## config.mk

```make
export PLATFORM = sky130hd
export DESIGN_NAME = jk_bank_driver
export DESIGN_NICKNAME = d
export VERILOG_FILES = /design/src/rtl/jk_pkg.sv /design/src/rtl/jk_excite_bit.sv /design/src/rtl/jk_bank_driver.sv
export SDC_FILE = /design/constraint.sdc
export NUM_CORES = 1
export LEC_CHECK = 0
export BUFFER_PORTS_ARGS = -buffer_cell sky130_fd_sc_hd__buf_2
export CAP_MARGIN = 15
export CELL_PAD_IN_SITES_DETAIL_PLACEMENT = 0
export CELL_PAD_IN_SITES_GLOBAL_PLACEMENT = 1
export CORE_ASPECT_RATIO = 0.6
export CORE_MARGIN = 4
export CORE_UTILIZATION = 39
export DETAILED_ROUTE_END_ITERATION = 8
export PLACE_DENSITY_LB_ADDON = 0.3
export SYNTH_ARGS = -nofsm -noshare
export SYNTH_HDL_FRONTEND = slang
export SYNTH_HIERARCHICAL = 1
export SYNTH_SLANG_ARGS = --single-unit
```

## constraint.sdc

```tcl
create_clock -name clock -period 1.7 [get_ports clock]
set_input_delay 0.085 -clock clock [delete_from_list [all_inputs] [get_ports clock]]
set_output_delay 0.085 -clock clock [all_outputs]
set_load 0.02 [all_outputs]
```

## src/rtl/jk_pkg.sv

```systemverilog
// Shared types and excitation helpers for the JK bank driver.
package jk_pkg;

    typedef enum logic [1:0] {
        StIdle,
        StDrive,
        StCheck
    } state_t;

    // Excitation pairs, encoded {J,K}.
    localparam logic [1:0] JK_HOLD   = 2'b00;
    localparam logic [1:0] JK_RESET  = 2'b01;
    localparam logic [1:0] JK_SET    = 2'b10;
    localparam logic [1:0] JK_TOGGLE = 2'b11;

    function automatic logic [1:0] jk_excite(input logic c, input logic t,
                                             input logic toggle_mode);
        logic [1:0] res;
        if (c == t) begin
            res = JK_HOLD;
        end else if (toggle_mode) begin
            res = JK_TOGGLE;
        end else if (t) begin
            res = JK_SET;
        end else begin
            res = JK_RESET;
        end
        return res;
    endfunction

endpackage

```

## src/rtl/jk_excite_bit.sv

```systemverilog
// Per-bit J/K excitation mapper from current Q (c) to target (t).
// JK_TOGGLE_EXCITE_EN selects toggle excitation for changing bits.
module jk_excite_bit
    import jk_pkg::*;
(
    input  logic c,
    input  logic t,
    output logic j,
    output logic k
);

`ifdef JK_TOGGLE_EXCITE_EN
    localparam logic ToggleMode = 1'b1;
`else
    localparam logic ToggleMode = 1'b0;
`endif

    always_comb begin
        {j, k} = jk_excite(c, t, ToggleMode);
    end

endmodule

```

## src/rtl/jk_bank_driver.sv

```systemverilog
// Drives one-cycle J/K excitation into a JK flip-flop bank and waits for Q to match.
// Optional JK_TOGGLE_EXCITE_EN (see jk_excite_bit) uses toggle excitation.
module jk_bank_driver
    import jk_pkg::*;
#(
    parameter int unsigned WIDTH   = 4,
    parameter int unsigned TIMEOUT = 3
) (
    input  logic             clock,
    input  logic             reset,
    input  logic             tgt_valid,
    output logic             tgt_ready,
    input  logic [WIDTH-1:0] tgt_data,
    input  logic [WIDTH-1:0] q_fb,
    output logic [WIDTH-1:0] j,
    output logic [WIDTH-1:0] k,
    output logic             busy,
    output logic             done,
    output logic             err
);

    localparam int unsigned CntW = $clog2(TIMEOUT + 1);
    localparam logic [CntW-1:0] CntMax = CntW'(TIMEOUT);
    localparam logic [CntW-1:0] CntOne = CntW'(1);

    state_t            state_q, state_d;
    logic [WIDTH-1:0]  target_q, target_d;
    logic [CntW-1:0]   cnt_q, cnt_d;
    logic [WIDTH-1:0]  j_q, j_d, k_q, k_d;
    logic              busy_q, busy_d;
    logic              done_q, done_d;
    logic              err_q, err_d;
    logic              ready_q, ready_d;
    logic [WIDTH-1:0]  exc_j, exc_k;

    for (genvar i = 0; i < WIDTH; i++) begin : g_bit
        jk_excite_bit u_excite (
            .c (q_fb[i]),
            .t (tgt_data[i]),
            .j (exc_j[i]),
            .k (exc_k[i])
        );
    end

    always_comb begin
        state_d  = state_q;
        target_d = target_q;
        cnt_d    = cnt_q;
        j_d      = '0;
        k_d      = '0;
        busy_d   = busy_q;
        done_d   = 1'b0;
        err_d    = err_q;
        ready_d  = ready_q;

        unique case (state_q)
            StIdle: begin
                ready_d = 1'b1;
                busy_d  = 1'b0;
                // ready_q gates acceptance so nothing is taken in the first post-reset cycle
                if (tgt_valid && ready_q) begin
                    target_d = tgt_data;
                    j_d      = exc_j;
                    k_d      = exc_k;
                    busy_d   = 1'b1;
                    ready_d  = 1'b0;
                    err_d    = 1'b0;
                    state_d  = StDrive;
                end
            end
            StDrive: begin
                cnt_d   = CntOne;
                state_d = StCheck;
            end
            StCheck: begin
                if (q_fb == target_q) begin
                    done_d  = 1'b1;
                    busy_d  = 1'b0;
                    ready_d = 1'b1;
                    state_d = StIdle;
                end else if (cnt_q == CntMax) begin
                    err_d   = 1'b1;
                    done_d  = 1'b1;
                    busy_d  = 1'b0;
                    ready_d = 1'b1;
                    state_d = StIdle;
                end else begin
                    cnt_d = cnt_q + CntOne;
                end
            end
            default: begin
                state_d = StIdle;
            end
        endcase
    end

    always_ff @(posedge clock or negedge reset) begin
        if (!reset) begin
            state_q  <= StIdle;
            target_q <= '0;
            cnt_q    <= '0;
            j_q      <= '0;
            k_q      <= '0;
            busy_q   <= 1'b0;
            done_q   <= 1'b0;
            err_q    <= 1'b0;
            ready_q  <= 1'b0;
        end else begin
            state_q  <= state_d;
            target_q <= target_d;
            cnt_q    <= cnt_d;
            j_q      <= j_d;
            k_q      <= k_d;
            busy_q   <= busy_d;
            done_q   <= done_d;
            err_q    <= err_d;
            ready_q  <= ready_d;
        end
    end

    assign j         = j_q;
    assign k         = k_q;
    assign busy      = busy_q;
    assign done      = done_q;
    assign err       = err_q;
    assign tgt_ready = ready_q;

endmodule

```

==> results of run 1 <==
## power by group
part           total (mW)  internal, mW  switching (mW)
clock               0.357         0.206           0.151
sequential          0.674         0.598          0.0766
combinational       0.735         0.315           0.420
total                1.77          1.12           0.647
## flip-flops by register name, indices dropped and copies added (netlist names)
signal / cells
tgt_ready: 1
busy: 1
done: 1
j: 4
k: 4
err: 1
cnt_q: 2
state_q: 2
target_q: 4
## critical path, stage by stage, from the launching register on
cell and delay, ns:
dfrtp_1 0.39, xnor2_1 0.33, a41oi_4 0.21, a21boi_2 0.20, mux2_4 0.31
## metrics by stage
step	hold slack [ns]	worst slack [ns]	std cells	cell area (um^2)	total power, mW
5_1_grt	0.0567	0.0651	148	1190	1.92
6_report	0.0434	0.158	148	1190	1.77
3_5_place_dp	0.0570	0.164	143	1120	1.43
4_1_cts	0.0345	0.150	148	1190	1.79
2_1_floorplan	-0.211	0.231	90	961	1.21
3_3_place_gp	0.0576	0.210	143	1120	1.40
## cells in the mapped netlist
master and number:
a21boi_2 1, a21o_2 1, a21oi_1 5, a31oi_1 2, a41oi_4 1, and2_1 8
and2b_2 5, and3_1 1, clkbuf_1 2, dfrtp_1 20, ha_1 4, inv_1 5
mux2_4 1, nand2_1 15, nand2b_1 1, nand3_1 2, nand4_1 3, nor2_1 2
nor2b_1 4, o21ai_0 1, o221a_2 1, o221ai_1 1, xnor2_1 4
## final timing paths
path                                          from                      end  slack [ns]  cells after the start
setup reg to reg           target_q[2]$_DFFE_PN0P_   state_q[1]$_DFFE_PN0P_        0.16                      4
hold reg to reg            target_q[2]$_DFFE_PN0P_  target_q[2]$_DFFE_PN0P_        0.50                      2
hold / removal                         tgt_data[1]  target_q[1]$_DFFE_PN0P_        0.04                      3
min in group asynchronous                    reset           j[0]$_DFF_PN0_        0.30                      2
max in group asynchronous                    reset  target_q[3]$_DFFE_PN0P_        1.10                      2
setup / recovery           target_q[2]$_DFFE_PN0P_   state_q[1]$_DFFE_PN0P_        0.16                      4
## what timing repair did
action / CTS / global route
setup endpoints to repair: 0 / 0
endpoints found under the hold margin: 20 / 0
resized for setup: 0 / 0
hold buffers: 1 / 0
## layout make-up
class | count | area (um^2)
Timing Repair Buffer | 26 | 143
Fill cell | 208 | 1070
Inverter | 5 | 18.8
Multi-Input combinational cell | 63 | 434
Sequential cell | 20 | 500
Clock buffer | 4 | 55.1
Tap cell | 30 | 37.5
## cells by family after synthesis
family / count (synthesis) / share of synthesized area [%]
fa+ha+maj: 4 / 5.21
buf+inv: 7 / 2.73
simple gates: 41 / 23.3
mux: 1 / 1.56
compound gates: 13 / 11.5
xor+xnor: 4 / 3.65
flops: 20 / 52.1
## per-layer routing
layer / GRT usage [%] / wire (um)
met1: 15.5 / 870
met2: 19.7 / 730
met3: 4.14 / 113
met4: 4.49 / 25
met5: 0 / 0
## layout by cell type, fill, tap and decap left out
| cell | count |
|---|---|
| a31oi_1 | 2 |
| xnor2_1 | 4 |
| mux2_4 | 1 |
| o221a_2 | 1 |
| buf_4 | 3 |
| and2_1 | 8 |
| nand4_1 | 3 |
| o221ai_1 | 1 |
| o21ai_0 | 1 |
| nand3_1 | 2 |
| dlygate4sd3_1 | 1 |
| a21boi_2 | 1 |
| inv_1 | 5 |
| ha_1 | 4 |
| and2b_2 | 5 |
| a21oi_1 | 5 |
| clkbuf_8 | 4 |
| nor2_1 | 2 |
| and3_1 | 1 |
| nand2b_1 | 1 |
| nand2_1 | 15 |
| dfrtp_1 | 20 |
| a41oi_4 | 1 |
| buf_2 | 22 |
| nor2b_1 | 4 |
| a21o_2 | 1 |
==> flow_summary.json, run 1 <==
{
  "status": "finished, final reports clean",
  "hold_class": "in -> reg",
  "wl_per_cell_um": 11.8,
  "clkTransAtPathRegs_ns": 0.07,
  "ys_types": 23,
  "htree_levels": 1,
  "tightest_slew_ns": 0.442,
  "timing.final.hold_violations": 0,
  "setup_viol": 0,
  "drive_gt1_share_pct": 33.1,
  "grt_overflow": 0,
  "worst_ep_arrival_time_ns": 1.69,
  "yosysTopAreaCellShare_pct": 52.1,
  "grt_pass1_wl_mm": 3.03,
  "via_per_inst": 4.72,
  "fmax_mhz": 649,
  "port_buffers": 22,
  "core_um2": 2260,
  "grt_use_total_pct": 12.2,
  "syn_nets": 105,
  "die-width_um": 72.1,
  "antenna_found_initial": 0,
  "post-route-min-period_ns": 1.54,
  "start_util_pct": 42.5,
  "clock-sinks": 20,
  "cts_made_buffers": 3,
  "yosys_register_bits": 20,
  "critPathCaptureType": "register",
  "clock_path_buffers": 2,
  "path_max_fanout": 6,
  "vias": 698,
  "io_pins": 23,
  "rows": 13,
  "grt_pass1_vias": 664,
  "root_buffer": "clkbuf_8",
  "pwr_density_cell_nw_per_um2": 1490,
  "gp_congestion": 0.684,
  "period_share_pct": 90.7,
  "maxCapViolCount": 0,
  "routed_wl_mm": 1.74,
  "layout.nets": 134,
  "ys_warn_count": 6,
  "drc_errors": 0,
  "synthCells": 90,
  "slew_headroom_pct": 70.6,
  "dr.pass1.iters": 4,
  "clkLatencyLatePin_ns": 0.26,
  "dieArea_um2": 3350,
  "start_kind": "register",
  "skew_ns": 0.00284,
  "area_growth_pct": 23.7,
  "dr.first_iter.drc_count": 10,
  "tns_ns": 0,
  "post-synth-top-area-cell": "dfrtp_1",
  "hpwl_mm": 1.39,
  "synth_area_leaders": "dfrtp_1 52%, nand2_1 5.9%, and2_1 5.2%",
  "antenna_left": 0,
  "cts_tree": "done",
  "finalMaxSlewViolations": 0,
  "synth_area_um2": 961,
  "vdd_ir_drop_max_uv": 445,
  "rsz0062_at_grt": "no",
  "path_class": "reg -> reg",
  "yosysSeqAreaShare_pct": 52.1,
  "grt_max_degree": 21,
  "avgSynthCellArea_um2": 10.7,
  "post-route-util_pct": 52.6,
  "required_ns": 1.84,
  "post_cts_buffers": 0,
  "antenna_cells": 0,
  "leakagePower_nw": 0.613,
  "dieHeight_um": 46.5
}
No activity file was read; power rests on OpenSTA's default activity.
==> inputs of run 2 (changes only) <==
Settings changed: CORE_MARGIN 4 to unset.
==> run 2 against run 1 <==
Worst hold slack got worse by 0.0043 ns. First-iteration DRC count increased to 5.4 times the previous value. Routed wire length down 2.2%. Critical path depth stayed put. Die area shrank 20%. Sequential power about the same. Fmax down 0.84%. Critical path type unchanged. Largest power group unchanged. Cell count fell by 0.68%. Critical endpoint unchanged. Register-to-register slack hardly changed.
==> flow_summary.json, run 2 (synthesized netlist as in run 1, its figures left out) <==
{
  "ff2ff_path_depth": 4,
  "fmax_mhz": 643,
  "port_buffers": 22,
  "htree_levels": 1,
  "antenna_found_initial": 0,
  "timing.final.hold_violations": 0,
  "leakagePower_nw": 0.606,
  "grt_use_total_pct": 15.2,
  "post-route-min-period_ns": 1.55,
  "path_class": "reg -> reg",
  "drc_errors": 0,
  "status": "finished, final reports clean",
  "worst_ep_arrival_time_ns": 1.70,
  "dieArea_um2": 2670,
  "io_pins": 23,
  "wl_per_cell_um": 11.6,
  "cts_tree": "done",
  "swShare_pct": 37.8,
  "vdd_ir_drop_max_uv": 443,
  "skew_ns": 0.00166,
  "layout.nets": 134,
  "required_ns": 1.85,
  "min_from": "tgt_data[0]",
  "dr.pass1.iters": 4,
  "clkLatencyLatePin_ns": 0.26,
  "r2r_start": "target_q[3]$_DFFE_PN0P_",
  "routed_wl_mm": 1.70,
  "via_per_inst": 4.78,
  "grt_pass1_vias": 589,
  "finalMaxSlewViolations": 0,
  "rows": 13,
  "start_util_pct": 42.8,
  "antenna_left": 0,
  "clock-sinks": 20,
  "seq_power_share_pct": 39.0,
  "p_int_mw": 1.07,
  "worst_r2r_endpoint": "state_q[1]$_DFFE_PN0P_",
  "area_growth_pct": 22.3,
  "die-width_um": 66.1,
  "regToRegSetupSlack_ns": 0.15,
  "drive_gt1_share_pct": 32.5,
  "clkTransAtPathRegs_ns": 0.07,
  "dieHeight_um": 40.5,
  "p_switching_mw": 0.652,
  "cts_made_buffers": 3,
  "p_total_mw": 1.72,
  "slew_headroom_pct": 70.6,
  "start_kind": "register",
  "fin_hold_ws_ns": 0.0392,
  "core_um2": 2240,
  "period_share_pct": 91.5,
  "critPathCaptureType": "register",
  "pwr_density_cell_nw_per_um2": 1470,
  "mostFrequentLayoutCell": "buf_2",
  "path_max_fanout": 6,
  "hold_end": "target_q[0]$_DFFE_PN0P_",
  "tns_ns": 0,
  "grt_pass1_wl_mm": 2.77,
  "clock_path_buffers": 2,
  "stdcell_area_um2": 1170,
  "setup_viol": 0,
  "maxCapViolCount": 0,
  "power_frac_comb_pct": 43.1,
  "grt_overflow": 0,
  "root_buffer": "clkbuf_8",
  "hold_depth": 3,
  "clockPowerShare_pct": 17.9,
  "place_area_um2": 1120,
  "hold_class": "in -> reg",
  "vias": 702,
  "dr.first_iter.drc_count": 54,
  "grt_max_degree": 21,
  "final_cell_mix": "22 x buf_2, 20 x dfrtp_1, 15 x nand2_1",
  "rsz0062_at_grt": "no",
  "hpwl_mm": 1.25,
  "antenna_cells": 0,
  "tightest_slew_ns": 0.440,
  "gp_congestion": 0.740
}
-- run 2: through the flow --
stage          worst slack, ns  util, %  std cells
6_report                 0.145     52.3        147
2_1_floorplan            0.231        -         90
3_3_place_gp             0.214     50.1        143
4_1_cts                  0.157     52.3        147
5_1_grt                 0.0670     52.3        147
3_5_place_dp             0.177     50.1        143
-- run 2: power groups by stage --
stage | Sequential [mW] | Combinational [mW] | Clock [mW]
detailed placement | 0.682 | 0.737 | 0
floorplan | 0.728 | 0.484 | 0
global placement | 0.677 | 0.722 | 0
CTS | 0.673 | 0.742 | 0.318
finish | 0.673 | 0.743 | 0.308
global route | 0.686 | 0.827 | 0.339
-- run 2: routing by layer --
| layer | up-vias | wire length (um) | share of wire [%] | global-route usage [%] |
|---|---|---|---|---|
| li1 | 353 | - | - | - |
| met1 | 324 | 888 | 52 | 20.6 |
| met2 | 23 | 691 | 41 | 22.2 |
| met3 | 2 | 106 | 6.2 | 6.82 |
| met4 | 0 | 14 | 0.82 | 3.19 |
| met5 | - | 0 | 0 | 0 |
-- run 2: worst max-delay path by stage --
stage                                 start                     end  cells past startpoint
finish              target_q[3]$_DFFE_PN0P_  state_q[1]$_DFFE_PN0P_                      4
global route        target_q[2]$_DFFE_PN0P_  state_q[1]$_DFFE_PN0P_                      4
CTS                 target_q[2]$_DFFE_PN0P_  state_q[1]$_DFFE_PN0P_                      4
detailed placement  target_q[2]$_DFFE_PN0P_  state_q[1]$_DFFE_PN0P_                      4
global placement    target_q[0]$_DFFE_PN0P_  state_q[1]$_DFFE_PN0P_                      4
floorplan           target_q[0]$_DFFE_PN0P_  state_q[1]$_DFFE_PN0P_                      4
-- run 2: final cells by class --
type | instances | area [um^2]
clock buffers | 3 | 41.3
well taps | 30 | 37.5
inverters | 5 | 18.8
repair buffers | 26 | 143
flip-flops and latches | 20 | 500
multi-input cells | 63 | 434
fillers | 216 | 1070
-- run 2: critical path, cell delays in order (launching register included) --
cell      delay [ns]
dfrtp_1         0.39
xnor2_1         0.33
a41oi_4         0.22
a21boi_2        0.20
mux2_4          0.30
-- run 2: repair_timing --
action,CTS,global route
hold buffers,1,0
endpoints found under the hold margin,20,0
setup buffers,0,0
resized for setup,0,0
==> inputs of run 3 (changes only) <==
Settings changed: CORE_UTILIZATION 39 to 40, SYNTH_HIERARCHICAL 1 to unset.
==> run 3 against run 2 <==
Sequential power is 5.1% higher. Sequential share of layout area is 2.0 points higher. Power is 5.8% higher. Via count is 11% lower. Combinational power is 11% higher.
==> flow_summary.json, run 3 <==
{
  "status": "finished, final reports clean",
  "mostFrequentLayoutCell": "buf_2",
  "ff2ff_path_depth": 4,
  "port_buffers": 22,
  "clock_path_buffers": 2,
  "core_um2": 2000,
  "setup_viol": 0,
  "dr.first_iter.drc_count": 17,
  "slew_headroom_pct": 71.1,
  "gp_congestion": 0.734,
  "maxCapViolCount": 0,
  "rows": 12,
  "pwr_density_cell_nw_per_um2": 1620,
  "die-width_um": 63.6,
  "critPathCaptureType": "register",
  "min_from": "tgt_data[0]",
  "dieArea_um2": 2480,
  "vdd_ir_drop_max_uv": 743,
  "required_ns": 1.83,
  "final_cell_mix": "22 x buf_2, 20 x dfrtp_1, 8 x nor3b_1",
  "tightest_slew_ns": 0.434,
  "antenna_found_initial": 0,
  "avgSynthCellArea_um2": 12.7,
  "worst_r2r_endpoint": "state_q[1]$_DFFE_PN0P_",
  "io_pins": 23,
  "worst_ep_arrival_time_ns": 1.71,
  "period_share_pct": 92.7,
  "skew_ns": 0.00236,
  "ys_types": 23,
  "yosysMostFrequentCell": "dfrtp_1",
  "synth-edff-count": 0,
  "post-route-util_pct": 56.2,
  "yosys_register_bits": 20,
  "finalMaxSlewViolations": 0,
  "hold_class": "in -> reg",
  "hpwl_mm": 1.24,
  "vias": 623,
  "htree_levels": 1,
  "rsz0062_at_grt": "no",
  "ys_warn_count": 0,
  "place_area_um2": 1060,
  "drc_errors": 0,
  "final.fill_count": 175,
  "root_buffer": "clkbuf_8",
  "regToRegSetupSlack_ns": 0.12,
  "drive_gt1_share_pct": 39.8,
  "grt_max_degree": 21,
  "synth_area_um2": 911,
  "start_util_pct": 45.6,
  "clock-sinks": 20,
  "path_max_fanout": 9,
  "clkTransAtPathRegs_ns": 0.07,
  "yosysTopAreaCellShare_pct": 54.9,
  "post-synth-top-area-cell": "dfrtp_1",
  "stdcell_area_um2": 1120,
  "via_per_inst": 4.94,
  "cts_made_buffers": 3,
  "grt_use_total_pct": 15.5,
  "fmax_mhz": 634,
  "tns_ns": 0,
  "antenna_cells": 0,
  "dieHeight_um": 39.0,
  "synth_commonest_cells": "20 x dfrtp_1, 8 x nor3b_1, 6 x a21oi_1",
  "grt_overflow": 0,
  "leakagePower_nw": 0.548,
  "path_class": "reg -> reg",
  "post-route-min-period_ns": 1.58,
  "syn_nets": 87,
  "antenna_left": 0,
  "cts_tree": "done",
  "synthCells": 72,
  "hold_end": "k[0]$_DFF_PN0_",
  "clkLatencyLatePin_ns": 0.25,
  "area_growth_pct": 23.2,
  "grt_pass1_wl_mm": 2.70,
  "timing.final.hold_violations": 0,
  "dr.pass1.iters": 4,
  "routed_wl_mm": 1.59,
  "synthArstFlopShare_pct": 100,
  "synthFlopType": "dfrtp_1",
  "synth_area_leaders": "dfrtp_1 55%, nor3b_1 6.6%, ha_1 5.5%",
  "hold_depth": 2,
  "yosysSeqAreaShare_pct": 54.9,
  "r2r_start": "target_q[3]$_DFFE_PN0P_",
  "start_kind": "register",
  "wl_per_cell_um": 12.6,
  "layout.nets": 115,
  "grt_pass1_vias": 602
}
run 3: cell types whose count changed after synthesis, sizes merged, moves of 2 or more:
cell	before	now
nor3b	0	8
nand2	15	3
mux2i	0	2
and2	8	0
and2b	5	1
mux2	1	5
nor2b	4	0
run 3: worst max-delay path by stage:
stage / start / end / slack, ns / cells after the start
finish: target_q[3]$_DFFE_PN0P_ / state_q[1]$_DFFE_PN0P_ / 0.12 / 4
floorplan: state_q[0]$_DFFE_PN0P_ / busy$_DFFE_PN0P_ / 0.19 / 6
global route: target_q[3]$_DFFE_PN0P_ / state_q[1]$_DFFE_PN0P_ / 0.06 / 4
CTS: target_q[0]$_DFFE_PN0P_ / state_q[1]$_DFFE_PN0P_ / 0.07 / 4
detailed placement: target_q[0]$_DFFE_PN0P_ / state_q[1]$_DFFE_PN0P_ / 0.09 / 4
global placement: target_q[0]$_DFFE_PN0P_ / state_q[1]$_DFFE_PN0P_ / 0.13 / 4
run 3: area by class of cell:
class / count / area [um^2] / area share [%]
multi-input cells: 46 / 395 / 35.2
flip-flops and latches: 20 / 500 / 44.6
inverters: 4 / 15.0 / 1.34
repair buffers: 25 / 135 / 12.0
well taps: 28 / 35.0 / 3.12
clock buffers: 3 / 41.3 / 3.68
run 3: per-stage QoR:
step / std cells / worst slack [ns] / hold WS, ns / total power, mW
after floorplan: 72 / 0.188 / -0.211 / 1.32
after global placement: 122 / 0.133 / 0.0506 / 1.50
after detailed placement: 122 / 0.0905 / 0.0517 / 1.53
after CTS: 126 / 0.0665 / 0.00174 / 1.83
after global routing: 126 / 0.0570 / 0.00459 / 1.95
final: 126 / 0.124 / 0.00607 / 1.82
run 3: kinds of logic after synthesis:
| family | after synthesis | share of synthesized area [%] |
|---|---|---|
| flops | 20 | 54.9 |
| simple gates | 18 | 12.5 |
| compound gates | 13 | 12.0 |
| mux | 7 | 8.79 |
| buf+inv | 6 | 2.47 |
| xor+xnor | 4 | 3.85 |
| fa+ha+maj | 4 | 5.49 |
run 3: routing by layer:
layer | global-route usage, % | vias to the layer above | wire length [um]
li1 | - | 309 | -
met1 | 18.1 | 292 | 790
met2 | 27.4 | 20 | 708
met3 | 6.47 | 2 | 88
met4 | 3.41 | 0 | 4
met5 | 0 | - | 0
run 3: power by group:
| part | internal (mW) | switching (mW) | leakage [nW] |
|---|---|---|---|
| clock | 0.157 | 0.135 | 0.0216 |
| combinational | 0.380 | 0.443 | 0.270 |
| sequential | 0.614 | 0.0933 | 0.257 |
run 3: timing repair:
item,4_1_cts,5_1_grt
hold buffers,1,0
buffers inserted,0,0
hold endpoints to repair,20,0
gates resized for setup,0,1
setup endpoints to repair,0,1
run 3: worst max-delay path: stages, from the launching register on:
cell and delay [ns]:
dfrtp_1 0.38, xnor2_1 0.31, a41oi_4 0.25, a22oi_2 0.20
mux2_4 0.31
